--- src/rtl/sd_xfer_pkg.sv ---
// Shared definitions for the multi-block SD transfer sequencer:
// state encoding, error codes and sector size.
package sd_xfer_pkg;

    localparam int SECTOR_BYTES = 512;

    typedef enum logic [3:0] {
        S_IDLE      = 4'd0,
        S_CHECK     = 4'd1,
        S_ISSUE     = 4'd2,
        S_WAIT_RD   = 4'd3,
        S_WAIT_WR   = 4'd4,
        S_NEXT      = 4'd5,
        S_DONE      = 4'd6,
        S_ERR       = 4'd7,
        S_VFY_ISSUE = 4'd8,
        S_VFY_WAIT  = 4'd9
    } state_t;

    localparam logic [2:0] ERR_NONE     = 3'd0;
    localparam logic [2:0] ERR_NOT_INIT = 3'd1;
    localparam logic [2:0] ERR_TIMEOUT  = 3'd2;
    localparam logic [2:0] ERR_SHORT    = 3'd3;
    localparam logic [2:0] ERR_VERIFY   = 3'd4;

endpackage

--- src/rtl/sd_cap_ram.sv ---
// Capture buffer: DEPTH x 8 simple dual-port RAM, one write port and one
// registered read port. Only the read register is reset so the array maps
// onto block/distributed RAM.
module sd_cap_ram #(
    parameter int DEPTH = 16,
    parameter int AW    = 4
) (
    input  logic          clk,
    input  logic          rst_n,
    input  logic          we,
    input  logic [AW-1:0] waddr,
    input  logic [7:0]    wdata,
    input  logic [AW-1:0] raddr,
    output logic [7:0]    rdata
);

    logic [7:0] mem [DEPTH];

    // Write port: store captured read bytes.
    always_ff @(posedge clk) begin
        if (we) mem[waddr] <= wdata;
    end

    // Read port: one cycle latency, output register cleared by reset.
    always_ff @(posedge clk or negedge rst_n) begin
        if (!rst_n) rdata <= 8'h00;
        else        rdata <= mem[raddr];
    end

endmodule

--- src/rtl/sd_block_xfer.sv ---
// Multi-block SD transfer sequencer sitting between user logic and
// sd_spi_controller. Reads or writes cmd_count consecutive sectors starting
// at BASE_LBA + cmd_lba_off, with per-block timeout and byte-count check.
// Optional macro SD_XFER_VERIFY_EN: read back every written block and
// compare each byte against the fill byte.
module sd_block_xfer
    import sd_xfer_pkg::*;
#(
    parameter int BASE_LBA    = 20,
    parameter int ADDR_W      = 11,
    parameter int CNT_W       = 4,
    parameter int CAP_BYTES   = 16,
    parameter int TIMEOUT_CYC = 50_000_000,
    parameter int CAP_AW      = (CAP_BYTES > 1) ? $clog2(CAP_BYTES) : 1
) (
    input  logic              clk,
    input  logic              rst_n,
    input  logic              cmd_start,
    input  logic              cmd_write,
    input  logic [ADDR_W-1:0] cmd_lba_off,
    input  logic [CNT_W-1:0]  cmd_count,
    input  logic [7:0]        cmd_fill,
    output logic              cmd_busy,
    output logic              cmd_done,
    output logic              cmd_err,
    output logic [2:0]        err_code,
    output logic [CNT_W-1:0]  blocks_done,
    input  logic [CAP_AW-1:0] cap_addr,
    output logic [7:0]        cap_data,
    input  logic              sd_init_done,
    input  logic              sd_init_err,
    input  logic              sd_busy,
    output logic              sd_rd_start,
    output logic [31:0]       sd_rd_addr,
    input  logic [7:0]        sd_rd_data,
    input  logic              sd_rd_valid,
    input  logic              sd_rd_done,
    output logic              sd_wr_start,
    output logic [31:0]       sd_wr_addr,
    output logic [7:0]        sd_wr_data,
    input  logic              sd_wr_done
);

    state_t            state_reg;
    logic              write_reg;
    logic [ADDR_W-1:0] lba_off_reg;
    logic [CNT_W-1:0]  count_reg;
    logic [CNT_W-1:0]  blk_idx_reg;
    logic [9:0]        byte_cnt_reg;
    logic [31:0]       timer_reg;
    logic [31:0]       addr_reg;
`ifdef SD_XFER_VERIFY_EN
    logic              mismatch_reg;
    logic              byte_bad;
`endif

    logic        rd_phase;
    logic        cap_we;
    logic [9:0]  byte_cnt_next;
    logic        timeout_hit;
    logic        last_blk;
    logic [31:0] addr_next;

    assign rd_phase      = (state_reg == S_WAIT_RD) || (state_reg == S_VFY_WAIT);
    assign cap_we        = rd_phase && sd_rd_valid && (byte_cnt_reg < 10'(CAP_BYTES));
    // A byte arriving together with sd_rd_done is counted before the length check.
    assign byte_cnt_next = byte_cnt_reg + 10'(sd_rd_valid);
    assign timeout_hit   = (timer_reg == 32'(TIMEOUT_CYC - 1));
    assign last_blk      = (blk_idx_reg == count_reg - CNT_W'(1));
    assign addr_next     = 32'(BASE_LBA) + 32'(lba_off_reg) + 32'(blk_idx_reg);
`ifdef SD_XFER_VERIFY_EN
    assign byte_bad      = sd_rd_valid && (sd_rd_data != sd_wr_data);
`endif

    assign sd_rd_addr = addr_reg;
    assign sd_wr_addr = addr_reg;

    sd_cap_ram #(
        .DEPTH (CAP_BYTES),
        .AW    (CAP_AW)
    ) u_cap_ram (
        .clk   (clk),
        .rst_n (rst_n),
        .we    (cap_we),
        .waddr (byte_cnt_reg[CAP_AW-1:0]),
        .wdata (sd_rd_data),
        .raddr (cap_addr),
        .rdata (cap_data)
    );

    // Sequencer FSM with registered outputs; errors jump to ERR with busy dropped.
    always_ff @(posedge clk or negedge rst_n) begin
        if (!rst_n) begin
            state_reg    <= S_IDLE;
            write_reg    <= 1'b0;
            lba_off_reg  <= '0;
            count_reg    <= '0;
            blk_idx_reg  <= '0;
            byte_cnt_reg <= '0;
            timer_reg    <= '0;
            addr_reg     <= '0;
`ifdef SD_XFER_VERIFY_EN
            mismatch_reg <= 1'b0;
`endif
            cmd_busy     <= 1'b0;
            cmd_done     <= 1'b0;
            cmd_err      <= 1'b0;
            err_code     <= ERR_NONE;
            blocks_done  <= '0;
            sd_rd_start  <= 1'b0;
            sd_wr_start  <= 1'b0;
            sd_wr_data   <= 8'h00;
        end else begin
            sd_rd_start <= 1'b0;
            sd_wr_start <= 1'b0;
            cmd_done    <= 1'b0;
            case (state_reg)
                S_IDLE: begin
                    if (cmd_start) begin
                        write_reg   <= cmd_write;
                        lba_off_reg <= cmd_lba_off;
                        count_reg   <= cmd_count;
                        sd_wr_data  <= cmd_fill;
                        blk_idx_reg <= '0;
                        cmd_err     <= 1'b0;
                        err_code    <= ERR_NONE;
                        blocks_done <= '0;
                        cmd_busy    <= 1'b1;
                        state_reg   <= S_CHECK;
                    end
                end
                S_CHECK: begin
                    if (!sd_init_done || sd_init_err) begin
                        cmd_err   <= 1'b1;
                        err_code  <= ERR_NOT_INIT;
                        cmd_busy  <= 1'b0;
                        state_reg <= S_ERR;
                    end else if (count_reg == '0) begin
                        cmd_done  <= 1'b1;
                        cmd_busy  <= 1'b0;
                        state_reg <= S_DONE;
                    end else begin
                        state_reg <= S_ISSUE;
                    end
                end
                S_ISSUE: begin
                    if (!sd_busy) begin
                        addr_reg     <= addr_next;
                        timer_reg    <= '0;
                        byte_cnt_reg <= '0;
                        if (write_reg) begin
                            sd_wr_start <= 1'b1;
                            state_reg   <= S_WAIT_WR;
                        end else begin
                            sd_rd_start <= 1'b1;
                            state_reg   <= S_WAIT_RD;
                        end
                    end
                end
                S_WAIT_RD: begin
                    byte_cnt_reg <= byte_cnt_next;
                    if (sd_rd_done) begin
                        if (byte_cnt_next != 10'(SECTOR_BYTES)) begin
                            cmd_err   <= 1'b1;
                            err_code  <= ERR_SHORT;
                            cmd_busy  <= 1'b0;
                            state_reg <= S_ERR;
                        end else begin
                            state_reg <= S_NEXT;
                        end
                    end else if (timeout_hit) begin
                        cmd_err   <= 1'b1;
                        err_code  <= ERR_TIMEOUT;
                        cmd_busy  <= 1'b0;
                        state_reg <= S_ERR;
                    end else begin
                        timer_reg <= timer_reg + 32'd1;
                    end
                end
                S_WAIT_WR: begin
                    if (sd_wr_done) begin
`ifdef SD_XFER_VERIFY_EN
                        state_reg <= S_VFY_ISSUE;
`else
                        state_reg <= S_NEXT;
`endif
                    end else if (timeout_hit) begin
                        cmd_err   <= 1'b1;
                        err_code  <= ERR_TIMEOUT;
                        cmd_busy  <= 1'b0;
                        state_reg <= S_ERR;
                    end else begin
                        timer_reg <= timer_reg + 32'd1;
                    end
                end
`ifdef SD_XFER_VERIFY_EN
                S_VFY_ISSUE: begin
                    if (!sd_busy) begin
                        sd_rd_start  <= 1'b1;
                        timer_reg    <= '0;
                        byte_cnt_reg <= '0;
                        mismatch_reg <= 1'b0;
                        state_reg    <= S_VFY_WAIT;
                    end
                end
                S_VFY_WAIT: begin
                    byte_cnt_reg <= byte_cnt_next;
                    if (byte_bad) mismatch_reg <= 1'b1;
                    if (sd_rd_done) begin
                        if (mismatch_reg || byte_bad) begin
                            cmd_err   <= 1'b1;
                            err_code  <= ERR_VERIFY;
                            cmd_busy  <= 1'b0;
                            state_reg <= S_ERR;
                        end else if (byte_cnt_next != 10'(SECTOR_BYTES)) begin
                            cmd_err   <= 1'b1;
                            err_code  <= ERR_SHORT;
                            cmd_busy  <= 1'b0;
                            state_reg <= S_ERR;
                        end else begin
                            state_reg <= S_NEXT;
                        end
                    end else if (timeout_hit) begin
                        cmd_err   <= 1'b1;
                        err_code  <= ERR_TIMEOUT;
                        cmd_busy  <= 1'b0;
                        state_reg <= S_ERR;
                    end else begin
                        timer_reg <= timer_reg + 32'd1;
                    end
                end
`endif
                S_NEXT: begin
                    blocks_done <= blocks_done + CNT_W'(1);
                    if (last_blk) begin
                        cmd_done  <= 1'b1;
                        cmd_busy  <= 1'b0;
                        state_reg <= S_DONE;
                    end else begin
                        blk_idx_reg <= blk_idx_reg + CNT_W'(1);
                        state_reg   <= S_ISSUE;
                    end
                end
                S_DONE:  state_reg <= S_IDLE;
                S_ERR:   state_reg <= S_IDLE;
                default: state_reg <= S_IDLE;
            endcase
        end
    end

endmodule

--- config.mk ---
export PLATFORM = sky130hd
export DESIGN_NAME = sd_block_xfer
export DESIGN_NICKNAME = d
export VERILOG_FILES = /design/src/rtl/sd_xfer_pkg.sv /design/src/rtl/sd_cap_ram.sv /design/src/rtl/sd_block_xfer.sv
export SDC_FILE = /design/constraint.sdc
export NUM_CORES = 1
export LEC_CHECK = 0
export BUFFER_PORTS_ARGS = -buffer_cell sky130_fd_sc_hd__clkbuf_2
export CAP_MARGIN = 15
export CORE_ASPECT_RATIO = 1.25
export CORE_MARGIN = 3
export CORE_UTILIZATION = 60
export CTS_CLUSTER_DIAMETER = 60
export DETAILED_ROUTE_END_ITERATION = 6
export PLACE_DENSITY = 0.82
export SETUP_SLACK_MARGIN = 0.4
export SYNTH_ARGS = -nofsm -noshare
export SYNTH_HDL_FRONTEND = slang
export SYNTH_SLANG_ARGS = --single-unit
export TNS_END_PERCENT = 20
--- constraint.sdc ---
create_clock -name clk -period 3.8 [get_ports clk]
set_input_delay 0.38 -clock clk [delete_from_list [all_inputs] [get_ports clk]]
set_output_delay 0.38 -clock clk [all_outputs]
set_load 0.01 [all_outputs]
==> flow_summary.yaml <==
clock_tree:
  clkSinkCount: 234
  cts_max_path_buffers: 3
  cts.clk_slew.worst_paths_ns: 0.07
  numCtsBuffers: 23
  h-tree-depth: 1
  cts_tree: "done"
  post_cts_buffers: 0
  clk_latency_ns: 0.50
  clock-root-buffer: "clkbuf_16"
synth:
  yosys_warnings: 0
  synth-async-reset-ratio: 0.4530
  synth-seq-cells: 234
  synth_top_area_frac: 0.3561
  syn_area_per_cell_um2: 12.61
  synth_top_cell_by_area: "edfxtp_1"
  syn_area_um2: 10790
  synth_cell_types: 60
  ys_top_cells_by_area: "edfxtp_1 (36%), dfrtp_1 (25%), mux4_2 (8.3%)"
  synth_edf_count: 128
  synth_cells: 856
  synth_seq_area_share: 0.6018
  yosys_most_used_dff: "edfxtp_1"
die:
  ios: 137
  die-area_um2: 19650
  initial_utilization: 0.6145
  die_w_um: 126.0
  die_y_um: 156.0
  rows: 54
  core_um2: 17570
placed_design:
  io_buffers: 96
  dp_hpwl_um: 15240
  globalplace.congestion: 0.8904
  dp_cells: 1135
  place_ws_ns: 1.046
worst_setup_path:
  path_cells: "and4bb_1 > nor2_2 > or4_1 > and3b_4 > o22ai_1 > a32o_1"
  reg2reg_depth: 6
  endpoint: "timer_reg[7]"
  cp.required_ns: 4.24
  cpMaxStageDelayCell: "or4_1"
  end_kind: "flop"
  crit_fanout: 17
  r2r_start: "state_reg[1]"
  crit_family: "simple AND/OR/NAND/NOR gates"
  critPathKind: "reg2reg"
  crit_arrival_ns: 3.20
  critPathLaunchType: "flop"
  r2r_end: "timer_reg[7]"
  setup.worst_path.start: "state_reg[1]"
  crit_cells: 6
  cp_slowest_stage_delay_ns: 0.73
  reg2reg_setup_slack_ns: 1.04
  path_buf_inv: 0
sta:
  relSlewSlack: 0.3259
  hold_viol: 0
  layout_setup_ws_ns: 1.038
  finalSetupViolations: 0
  post-route-period-util: 0.7269
  max_slew.worst_pin.slew_ns: 1.008
  slew_viol_final: 0
  fmax_mhz: 362.0
  skew_ns: 0.01253
  grt_setup_unrepaired: "no"
  period_minus_slack_ns: 2.762
  tns_ns: 0
global_routing:
  grt_pass1_wl_um: 36510
  grt_pass1_vias: 6857
  antenna_found_initial: 0
  grt_usage: 0.2315
  overflow: 0
  grt_max_degree: 56
cells_and_area:
  largest_reg_flops: 128
  stdcell_count: 1177
  nFillCells: 1216
  layout_common_cells: "edfxtp_1 (128), nand2_1 (121), dfrtp_1 (106)"
  final_common_cell: "edfxtp_1"
  n_antenna_cell: 0
  nets: 1000
  synthToLayoutAreaGrowth_pct: 11.15
  layout-drive-gt1-share: 0.2015
pwr:
  p_switching_mw: 1.498
  total_power_mw: 6.018
  pwr_density_cell_nw_per_um2: 501.6
  power.internal_mw: 4.520
  seqPwrFrac: 0.495
  p_sw_frac: 0.2489
  irDropWorstVdd_uv: 490.2
  p_clk_frac: 0.381
  p_comb_frac: 0.124
  p_leak_nw: 4.975
detailed_routing:
  postRouteAntennaNets: 0
  drc_errors: 0
  routedWlPerCell_um: 19.24
  drt-initial-drc-count: 567
  finalWirelength_um: 22640
  num_vias: 6831
  firstDrtPassIters: 5
  viasPerCell: 5.804
hold_path:
  hold_path.class: "in2reg"
run_status:
  outcome: "complete, no violations"
job:
  cap_violations: 0
## cell type report
class                   instances  area, um2  share of cell area
repair buffers                111      598.1             0.04985
inverters                      14      52.55            0.004380
flip-flops and latches        234       6496              0.5415
clock inverters                15      167.7             0.01397
multi-input cells             553       3816              0.3181
well taps                     224      280.3             0.02336
clock buffers                  26      586.8             0.04891
## through the flow
step / hold slack [ns] / area, um2 / utilization
2_1_floorplan: 0.08441 / 10940 / -
3_3_place_gp: 0.4576 / 11230 / 0.6395
3_5_place_dp: 0.4641 / 11230 / 0.6395
4_1_cts: 0.05542 / 12000 / 0.6830
5_1_grt: 0.07229 / 12000 / 0.6830
6_report: 0.06456 / 12000 / 0.6830
## synth_stat cells, types with 2 or more instances
cell type and n:
nor4b_1 2, inv_1 14, o31ai_1 2, a311oi_1 2, and4_1 3, xor2_1 31, a32o_1 3, nand3b_1 2
nor2_1 58, nor4_1 6, o211ai_1 4, a21o_1 5, and2_1 6, buf_1 2, nor2_2 2, edfxtp_1 128
nand2_1 121, mux4_2 40, nor3_1 12, nand3_1 29, xnor2_1 15, or3_1 3, o21ai_0 43, or2_2 2
buf_4 52, nor2b_1 9, a21oi_1 13, o21bai_1 2, buf_2 9, a211oi_1 3, and3_1 15, or4_1 4
clkbuf_1 29, o22ai_1 4, ha_1 17, a31oi_1 6, nand4_1 21, nand2b_1 7, buf_6 3, o2111ai_1 2
dfrtp_1 106
## how the worst min path moves through the flow
stage,from,endpoint,slack (ns),cells past startpoint
6_report,cmd_write,write_reg,0.06,3
5_1_grt,cmd_lba_off[7],lba_off_reg[7],0.07,3
4_1_cts,cmd_write,write_reg,0.06,3
3_5_place_dp,sd_wr_data[6],sd_wr_data[6],0.46,2
3_3_place_gp,sd_wr_data[0],sd_wr_data[0],0.46,2
2_1_floorplan,rst_n,blk_idx_reg[0],0.08,0
## what timing repair did
| action | in CTS | in global routing |
|---|---|---|
| hold endpoints to repair | 53 | 0 |
| resized for setup | 0 | 0 |
| hold buffers | 1 | 0 |
## power groups by stage
stage / clock [mW] / combinational [mW] / sequential, mW
finish: 2.30 / 0.744 / 2.98
detailed placement: 0 / 0.746 / 3.03
CTS: 2.32 / 0.753 / 2.98
global placement: 0 / 0.726 / 3.02
floorplan: 0 / 0.543 / 3.02
global route: 2.42 / 0.842 / 3.00
## worst register-to-register path: cells and delay by family (launching register included)
| family | cells | cell delay (ns) |
|---|---|---|
| compound gates | 2 | 0.29 |
| simple gates | 4 | 1.73 |
| flops | 1 | 0.70 |
## cells by family (layout without fill, tap and decap cells)
group | after synthesis | count (layout) | synth area share
fa+ha+maj | 18 | 18 | 0.02156
buf+inv | 109 | 166 | 0.05912
simple gates | 310 | 310 | 0.1396
compound gates | 97 | 97 | 0.05587
other cells | 1 | 41 | 0.0003474
flops | 234 | 234 | 0.6018
mux | 41 | 41 | 0.08439
xor+xnor | 46 | 46 | 0.03733
## per-layer routing
layer  vias up  part of all wire  track usage
met5         -                 0            0
met4         0             0.027      0.07154
met3        45             0.052      0.03082
met2       244              0.53       0.4207
met1      3369              0.39       0.2902
li1       3173                 -            -
Power figures use the tool's default switching activity.
